### config.mk
export PLATFORM = sky130hd
export DESIGN_NAME = draw_scheduler
export DESIGN_NICKNAME = d
export VERILOG_FILES = /design/src/rtl/draw_sched_pkg.sv /design/src/rtl/box_rasterizer.sv /design/src/rtl/draw_scheduler.sv
export SDC_FILE = /design/constraint.sdc
export NUM_CORES = 1
export LEC_CHECK = 0
export ABC_AREA = 1
export CORE_UTILIZATION = 45
export DETAILED_ROUTE_END_ITERATION = 10
export PLACE_DENSITY = 0.77
export SYNTH_ARGS = -nofsm -noshare
export SYNTH_HDL_FRONTEND = slang
export SYNTH_SLANG_ARGS = --single-unit
### constraint.sdc
create_clock -name clk -period 2.6 [get_ports clk]
set_clock_uncertainty 0.1 [all_clocks]
set_input_delay 0.52 -clock clk [delete_from_list [all_inputs] [get_ports clk]]
set_output_delay 0.52 -clock clk [all_outputs]
set_load 0.02 [all_outputs]
### src/rtl/draw_sched_pkg.sv
// Shared types and screen constants for the draw scheduler and its box rasterizer.
package draw_sched_pkg;

  localparam int unsigned SCREEN_W = 160;
  localparam int unsigned SCREEN_H = 120;
  localparam int unsigned X_W      = 8;
  localparam int unsigned Y_W      = 7;
  localparam int unsigned COL_W    = 3;

  typedef enum logic [2:0] {
    ST_IDLE,
    ST_LATCH,
    ST_ERASE,
    ST_DRAW,
    ST_NEXT,
    ST_DONE
  } state_e;

  typedef struct packed {
    logic [X_W-1:0]   x;
    logic [Y_W-1:0]   y;
    logic [COL_W-1:0] colour;
  } pixel_t;

  // Counter width for a range of n values, never narrower than one bit.
  function automatic int unsigned cnt_w(input int unsigned n);
    return (n > 1) ? $clog2(n) : 1;
  endfunction

endpackage

### src/rtl/box_rasterizer.sv
// Walks a BOX_W x BOX_H box row-major, one registered pixel per clock, clipping to the screen.
// done is combinational: high in the cycle the last pixel is being issued.
module box_rasterizer
  import draw_sched_pkg::*;
#(
  parameter int unsigned BOX_W = 4,
  parameter int unsigned BOX_H = 4
) (
  input  logic             clk,
  input  logic             resetn,
  input  logic             start,
  input  logic [X_W-1:0]   bx,
  input  logic [Y_W-1:0]   by,
  input  logic [COL_W-1:0] colour_in,
  output logic [X_W-1:0]   x,
  output logic [Y_W-1:0]   y,
  output logic [COL_W-1:0] colour,
  output logic             plot,
  output logic             done
);

  localparam int unsigned CW  = cnt_w(BOX_W);
  localparam int unsigned RW  = cnt_w(BOX_H);
  localparam int unsigned PXW = X_W + 1;
  localparam int unsigned PYW = Y_W + 1;

  logic [CW-1:0]  col_q, col_d;
  logic [RW-1:0]  row_q, row_d;
  logic           active_q, active_d;
  pixel_t         pix_q, pix_d;
  logic           plot_q, plot_d;
  logic           run, last_col, last_row;
  logic [PXW-1:0] px;
  logic [PYW-1:0] py;

  // Counters rest at zero between boxes, so a start always begins at (0,0).
  always_comb begin
    run      = start | active_q;
    last_col = (col_q == CW'(BOX_W - 1));
    last_row = (row_q == RW'(BOX_H - 1));
    px       = {1'b0, bx} + PXW'(col_q);
    py       = {1'b0, by} + PYW'(row_q);
    col_d    = col_q;
    row_d    = row_q;
    active_d = active_q;
    pix_d    = '0;
    plot_d   = 1'b0;
    if (run) begin
      pix_d.x      = px[X_W-1:0];
      pix_d.y      = py[Y_W-1:0];
      pix_d.colour = colour_in;
      plot_d       = (px < PXW'(SCREEN_W)) && (py < PYW'(SCREEN_H));
      if (last_col) begin
        col_d = '0;
        if (last_row) begin
          row_d    = '0;
          active_d = 1'b0;
        end else begin
          row_d    = row_q + 1'b1;
          active_d = 1'b1;
        end
      end else begin
        col_d    = col_q + 1'b1;
        active_d = 1'b1;
      end
    end
  end

  always_ff @(posedge clk) begin
    if (!resetn) begin
      col_q    <= '0;
      row_q    <= '0;
      active_q <= 1'b0;
      pix_q    <= '0;
      plot_q   <= 1'b0;
    end else begin
      col_q    <= col_d;
      row_q    <= row_d;
      active_q <= active_d;
      pix_q    <= pix_d;
      plot_q   <= plot_d;
    end
  end

  assign done   = run & last_col & last_row;
  assign x      = pix_q.x;
  assign y      = pix_q.y;
  assign colour = pix_q.colour;
  assign plot   = plot_q;

endmodule

### src/rtl/draw_scheduler.sv
// Frame sequencer sharing one VGA pixel port: per object, erase old box then draw new box.
// Optional DRAW_SCHED_SKIP_STATIC_EN skips objects whose position and colour are unchanged.
module draw_scheduler
  import draw_sched_pkg::*;
#(
  parameter int unsigned     NUM_OBJ   = 2,
  parameter int unsigned     BOX_W     = 4,
  parameter int unsigned     BOX_H     = 4,
  parameter logic [COL_W-1:0] BG_COLOUR = 3'b000
) (
  input  logic                     clk,
  input  logic                     resetn,
  input  logic                     frame_tick,
  input  logic [X_W*NUM_OBJ-1:0]   obj_x,
  input  logic [Y_W*NUM_OBJ-1:0]   obj_y,
  input  logic [COL_W*NUM_OBJ-1:0] obj_colour,
  output logic [X_W-1:0]           x,
  output logic [Y_W-1:0]           y,
  output logic [COL_W-1:0]         colour,
  output logic                     plot,
  output logic                     busy,
  output logic                     frame_done,
  output logic                     overrun
);

  localparam int unsigned IW = cnt_w(NUM_OBJ);

  state_e                          state_q, state_d, entry_st;
  logic [IW-1:0]                   idx_q, idx_d, ent_idx;
  logic [NUM_OBJ-1:0][X_W-1:0]     sh_x_q, sh_x_d, prev_x_q, prev_x_d;
  logic [NUM_OBJ-1:0][Y_W-1:0]     sh_y_q, sh_y_d, prev_y_q, prev_y_d;
  logic [NUM_OBJ-1:0][COL_W-1:0]   sh_c_q, sh_c_d;
  logic [NUM_OBJ-1:0]              pv_q, pv_d;
  logic                            start_q, start_d;
  logic                            busy_q, busy_d;
  logic                            frame_done_q, frame_done_d;
  logic                            overrun_q, overrun_d;
  logic [X_W-1:0]                  r_bx;
  logic [Y_W-1:0]                  r_by;
  logic [COL_W-1:0]                r_col;
  logic                            r_done;
`ifdef DRAW_SCHED_SKIP_STATIC_EN
  logic [NUM_OBJ-1:0][COL_W-1:0]   prev_c_q, prev_c_d;
  logic [X_W-1:0]                  ent_x;
  logic [Y_W-1:0]                  ent_y;
  logic [COL_W-1:0]                ent_c;
`endif

  // State to enter for the next object: ERASE if it has a previous box, otherwise DRAW.
  always_comb begin
    ent_idx  = (state_q == ST_LATCH) ? '0 : idx_q + 1'b1;
    entry_st = pv_q[ent_idx] ? ST_ERASE : ST_DRAW;
`ifdef DRAW_SCHED_SKIP_STATIC_EN
    // In LATCH the shadow is being loaded this cycle, so object 0 compares against the live inputs.
    ent_x = (state_q == ST_LATCH) ? obj_x[X_W-1:0]     : sh_x_q[ent_idx];
    ent_y = (state_q == ST_LATCH) ? obj_y[Y_W-1:0]     : sh_y_q[ent_idx];
    ent_c = (state_q == ST_LATCH) ? obj_colour[COL_W-1:0] : sh_c_q[ent_idx];
    if (pv_q[ent_idx] && (ent_x == prev_x_q[ent_idx]) && (ent_y == prev_y_q[ent_idx])
        && (ent_c == prev_c_q[ent_idx])) begin
      entry_st = ST_NEXT;
    end
`endif
  end

  always_comb begin
    if (state_q == ST_ERASE) begin
      r_bx  = prev_x_q[idx_q];
      r_by  = prev_y_q[idx_q];
      r_col = BG_COLOUR;
    end else begin
      r_bx  = sh_x_q[idx_q];
      r_by  = sh_y_q[idx_q];
      r_col = sh_c_q[idx_q];
    end
  end

  always_comb begin
    state_d  = state_q;
    idx_d    = idx_q;
    sh_x_d   = sh_x_q;
    sh_y_d   = sh_y_q;
    sh_c_d   = sh_c_q;
    prev_x_d = prev_x_q;
    prev_y_d = prev_y_q;
    pv_d     = pv_q;
`ifdef DRAW_SCHED_SKIP_STATIC_EN
    prev_c_d = prev_c_q;
`endif
    case (state_q)
      ST_IDLE: if (frame_tick) state_d = ST_LATCH;
      ST_LATCH: begin
        for (int unsigned i = 0; i < NUM_OBJ; i++) begin
          sh_x_d[i] = obj_x[i*X_W +: X_W];
          sh_y_d[i] = obj_y[i*Y_W +: Y_W];
          sh_c_d[i] = obj_colour[i*COL_W +: COL_W];
        end
        idx_d   = '0;
        state_d = entry_st;
      end
      ST_ERASE: if (r_done) state_d = ST_DRAW;
      ST_DRAW:  if (r_done) state_d = ST_NEXT;
      ST_NEXT: begin
        prev_x_d[idx_q] = sh_x_q[idx_q];
        prev_y_d[idx_q] = sh_y_q[idx_q];
`ifdef DRAW_SCHED_SKIP_STATIC_EN
        prev_c_d[idx_q] = sh_c_q[idx_q];
`endif
        pv_d[idx_q] = 1'b1;
        if (idx_q == IW'(NUM_OBJ - 1)) begin
          state_d = ST_DONE;
        end else begin
          idx_d   = ent_idx;
          state_d = entry_st;
        end
      end
      ST_DONE: state_d = ST_IDLE;
      default: state_d = ST_IDLE;
    endcase
    // Outputs are registered from the next state so they line up with the state they describe.
    start_d      = (state_d != state_q) && ((state_d == ST_ERASE) || (state_d == ST_DRAW));
    busy_d       = (state_d != ST_IDLE);
    frame_done_d = (state_d == ST_DONE);
    overrun_d    = frame_tick && (state_q != ST_IDLE);
  end

  always_ff @(posedge clk) begin
    if (!resetn) begin
      state_q      <= ST_IDLE;
      idx_q        <= '0;
      sh_x_q       <= '0;
      sh_y_q       <= '0;
      sh_c_q       <= '0;
      prev_x_q     <= '0;
      prev_y_q     <= '0;
      pv_q         <= '0;
      start_q      <= 1'b0;
      busy_q       <= 1'b0;
      frame_done_q <= 1'b0;
      overrun_q    <= 1'b0;
`ifdef DRAW_SCHED_SKIP_STATIC_EN
      prev_c_q     <= '0;
`endif
    end else begin
      state_q      <= state_d;
      idx_q        <= idx_d;
      sh_x_q       <= sh_x_d;
      sh_y_q       <= sh_y_d;
      sh_c_q       <= sh_c_d;
      prev_x_q     <= prev_x_d;
      prev_y_q     <= prev_y_d;
      pv_q         <= pv_d;
      start_q      <= start_d;
      busy_q       <= busy_d;
      frame_done_q <= frame_done_d;
      overrun_q    <= overrun_d;
`ifdef DRAW_SCHED_SKIP_STATIC_EN
      prev_c_q     <= prev_c_d;
`endif
    end
  end

  box_rasterizer #(
    .BOX_W(BOX_W),
    .BOX_H(BOX_H)
  ) u_raster (
    .clk      (clk),
    .resetn   (resetn),
    .start    (start_q),
    .bx       (r_bx),
    .by       (r_by),
    .colour_in(r_col),
    .x        (x),
    .y        (y),
    .colour   (colour),
    .plot     (plot),
    .done     (r_done)
  );

  assign busy       = busy_q;
  assign frame_done = frame_done_q;
  assign overrun    = overrun_q;

endmodule

==> run_results.csv, run 1 <==
group,metric,value,unit
sta,finalMaxSlewViolations,0,
sta,whs,0.356,ns
floorplanning,ios,61,
synthesis,synth-seq-area-share,44.6,%
synthesis,synth.largest_area_cell,"dfxtp_1",
sta,rsz0062_at_grt,"no",
grt,grt_pass1_vias,3847,
sta,fin_crit_sh,92.4,%
sta,min_period,2.40,ns
worst_setup_path,worstPathRequired,2.76,ns
clock_network,clock_latency,0.36,ns
clock_network,hold_buffers,0,
grt,antenna_found_initial,0,
flow_run,maxCapViolations,0,
floorplanning,fp-row-count,36,
synthesis,ys_warn_count,0,
power_and_ir_drop,powerDensity,665,nW/um^2
synthesis,yosys-top-cells-count,"nand2_1 (148), dfxtp_1 (100), nor2_1 (84), o21ai_0 (82)",
synthesis,async_reset_ff_share,0,%
synthesis,syn_area_per_cell,7.16,um^2
sta,slew_headroom,48.1,%
power_and_ir_drop,power,3670,uW
place,hpwlAfterDp,7.31,mm
cells_and_area,syn2layout_area_growth,22.9,%
clock_network,cts_sinks,100,
synthesis,synth_top_cells_by_area,"dfxtp_1 (45%), nand2_1 (12%), o21ai_0 (9.1%)",
synthesis,synth.distinct_cells,39,
power_and_ir_drop,ir_drop,0.358,mV
sta,clock.fmax,416,MHz
worst_setup_path,crit_fanout,5,
synthesis,synth_fp_nets,674,
power_and_ir_drop,leakage,0.00225,uW
floorplanning,die_w,102,um
drt,routed_wl,10.6,mm
cells_and_area,instances_no_fill,825,
cells_and_area,multi_input_area,2120,um^2
cells_and_area,fill_cells,909,
worst_hold_path,holdCritPathClass,"register to register",
place,io_buffer_count,60,
synthesis,synth-edff-count,0,
cells_and_area,regArea,2010,um^2
synthesis,synth_seq_cells,100,
grt,grt_use_total,21.9,%
sta,final-setup-viol-count,0,
cells_and_area,antenna_cells,0,
sta,tightest_slew,0.778,ns
floorplanning,initial_utilization,46.1,%
place,gp_congestion,0.860,
worst_setup_path,worstPathArrival,2.56,ns
sta,tns,0,ns
floorplanning,fp.coreArea,9730,um^2
place,numPlacedInstances,805,
clock_network,clk_path_buf_depth,2,
drt,drc,0,
clock_network,cts_buffers,9,
drt,vias,4162,
synthesis,synth_cells,627,
grt,overflow,0,
synthesis,yosysMostFrequentCell,"nand2_1",
worst_setup_path,setup.worst_path.start_class,"register",
synthesis,synth_top_area_share,44.6,%
clock_network,cts-root-buf,"clkbuf_8",
drt,wl_per_cell,12.9,um
synthesis,synthesis.area,4490,um^2
cells_and_area,finish.utilization,56.7,%
floorplanning,dieArea,10400,um^2
grt,grt_max_degree,69,
clock_network,cts_tree,"built",
drt,initialDrtViolationCount,360,
clock_network,clkTransAtPathRegs,0.09,ns
worst_setup_path,crit_type,"register to register",
clock_network,h-tree-depth,3,
cells_and_area,layout-drive-gt1-share,10.3,%
drt,drtPass1Iterations,5,
drt,ant_nets,0,
drt,vias_per_cell,5.04,
run_status,status,"finished, final reports clean",
synthesis,synthFlopType,"dfxtp_1",
floorplanning,die_h,102,um
sta,hold_violations,0,
grt,grt_pass1_wl,17.9,mm
cells_and_area,fin_nets,734,
worst_setup_path,endpoint_kind,"register",
==> per-stage QoR <==
step	setup slack, ns	instance area (um^2)
after global placement	0.152	5240
after detailed placement	0.0728	5240
after global routing	0.0261	5520
after CTS	0.0554	5460
after floorplan	0.0772	4490
final	0.197	5520
==> where the power goes <==
part | internal [uW] | switching, uW
Sequential | 1670 | 79.1
Clock | 549 | 548
Combinational | 314 | 513
Total | 2530 | 1140
==> per-layer routing <==
metal | share of wire (%) | global-route usage [%] | wire [um] | up-vias
li1 | - | - | - | 2135
met5 | 0 | 0 | 0 | -
met4 | 2.1 | 8.24 | 218 | 0
met3 | 5.7 | 3.42 | 602 | 17
met1 | 47 | 30.0 | 4970 | 1858
met2 | 45 | 35.1 | 4830 | 152
==> sequential cells by signal (all words and copies together) (netlist names), 6 cells and up <==
name        count
sh_c_q          6
sh_x_q         16
prev_y_q       14
sh_y_q         14
u_raster.x      8
prev_x_q       16
u_raster.y      7
==> final timing paths <==
check	start	to	depth (start not counted)	slack, ns
worst min register to register	sh_x_q[2]	sh_x_q[2]	2	0.36
worst min-delay path	sh_x_q[2]	sh_x_q[2]	2	0.36
worst max register to register	state_q[2]	u_raster.plot	16	0.20
worst max-delay path	state_q[2]	u_raster.plot	16	0.20
==> cell type report <==
cell class	count	share of cell area, %
timing repair buffer	81	14.2
inverter	57	3.92
clock inverter	7	1.75
sequential	100	36.4
clock buffer	9	2.25
tap	133	3.02
multi-input combinational	438	38.4
==> placed cells by master, fill, tap and decap left out, types with 3 or more instances in the layout <==
master / netlist / final
nand4_1: 3 / 3
a31oi_1: 8 / 7
nor2_4: 3 / 3
inv_2: 5 / 5
ha_1: 6 / 5
nand2_2: 4 / 4
nand3_2: 2 / 3
inv_6: 0 / 3
nor2_1: 84 / 83
clkbuf_8: 0 / 9
inv_1: 50 / 50
o21ai_0: 82 / 82
o21ai_1: 6 / 6
clkdlybuf4s50_1: 0 / 60
dfxtp_1: 100 / 97
nand2_1: 148 / 148
nor2_2: 6 / 7
or2_2: 3 / 3
buf_4: 3 / 19
a21oi_1: 50 / 50
nand3_1: 15 / 14
==> what timing repair did <==
item,in CTS,in global routing
setup endpoints to repair,0,2
gates resized for setup,0,9
buffers inserted,0,4
==> kinds of logic (layout without fill, tap and decap cells) <==
logic type                 after synthesis  in the layout  share of synthesized area, %
xor gates and xnor gates                 1              1                         0.195
adders and majority gates                8              8                          2.56
AOI/OAI and AO/OA                      154            154                          17.9
muxes                                    2              2                         0.446
buffers and inverters                   89            154                          8.53
DFF                                    100            100                          44.6
and+or+nand+nor                        273            273                          25.8
==> worst max-delay path: stages (launching register included) <==
cell and delay (ns):
dfxtp_4 0.38, inv_2 0.12, nand2_2 0.08, nor2_4 0.14
o211ai_1 0.10, o21ai_0 0.10, ha_2 0.21, inv_1 0.05
fa_1 0.37, inv_1 0.09, nand3_2 0.11, nor2_4 0.12
nand2_1 0.06, nand2_1 0.05, nand2_1 0.06, a21oi_1 0.12
nor2_1 0.06
Power figures use the tool's default switching activity.
==> run 2, diff against run 1 <==
CTS_BUF_LIST = sky130_fd_sc_hd__clkbuf_8   (was default)
==> results of run 2 <==
Final layout, timing and power as in run 1 (identical DEF).
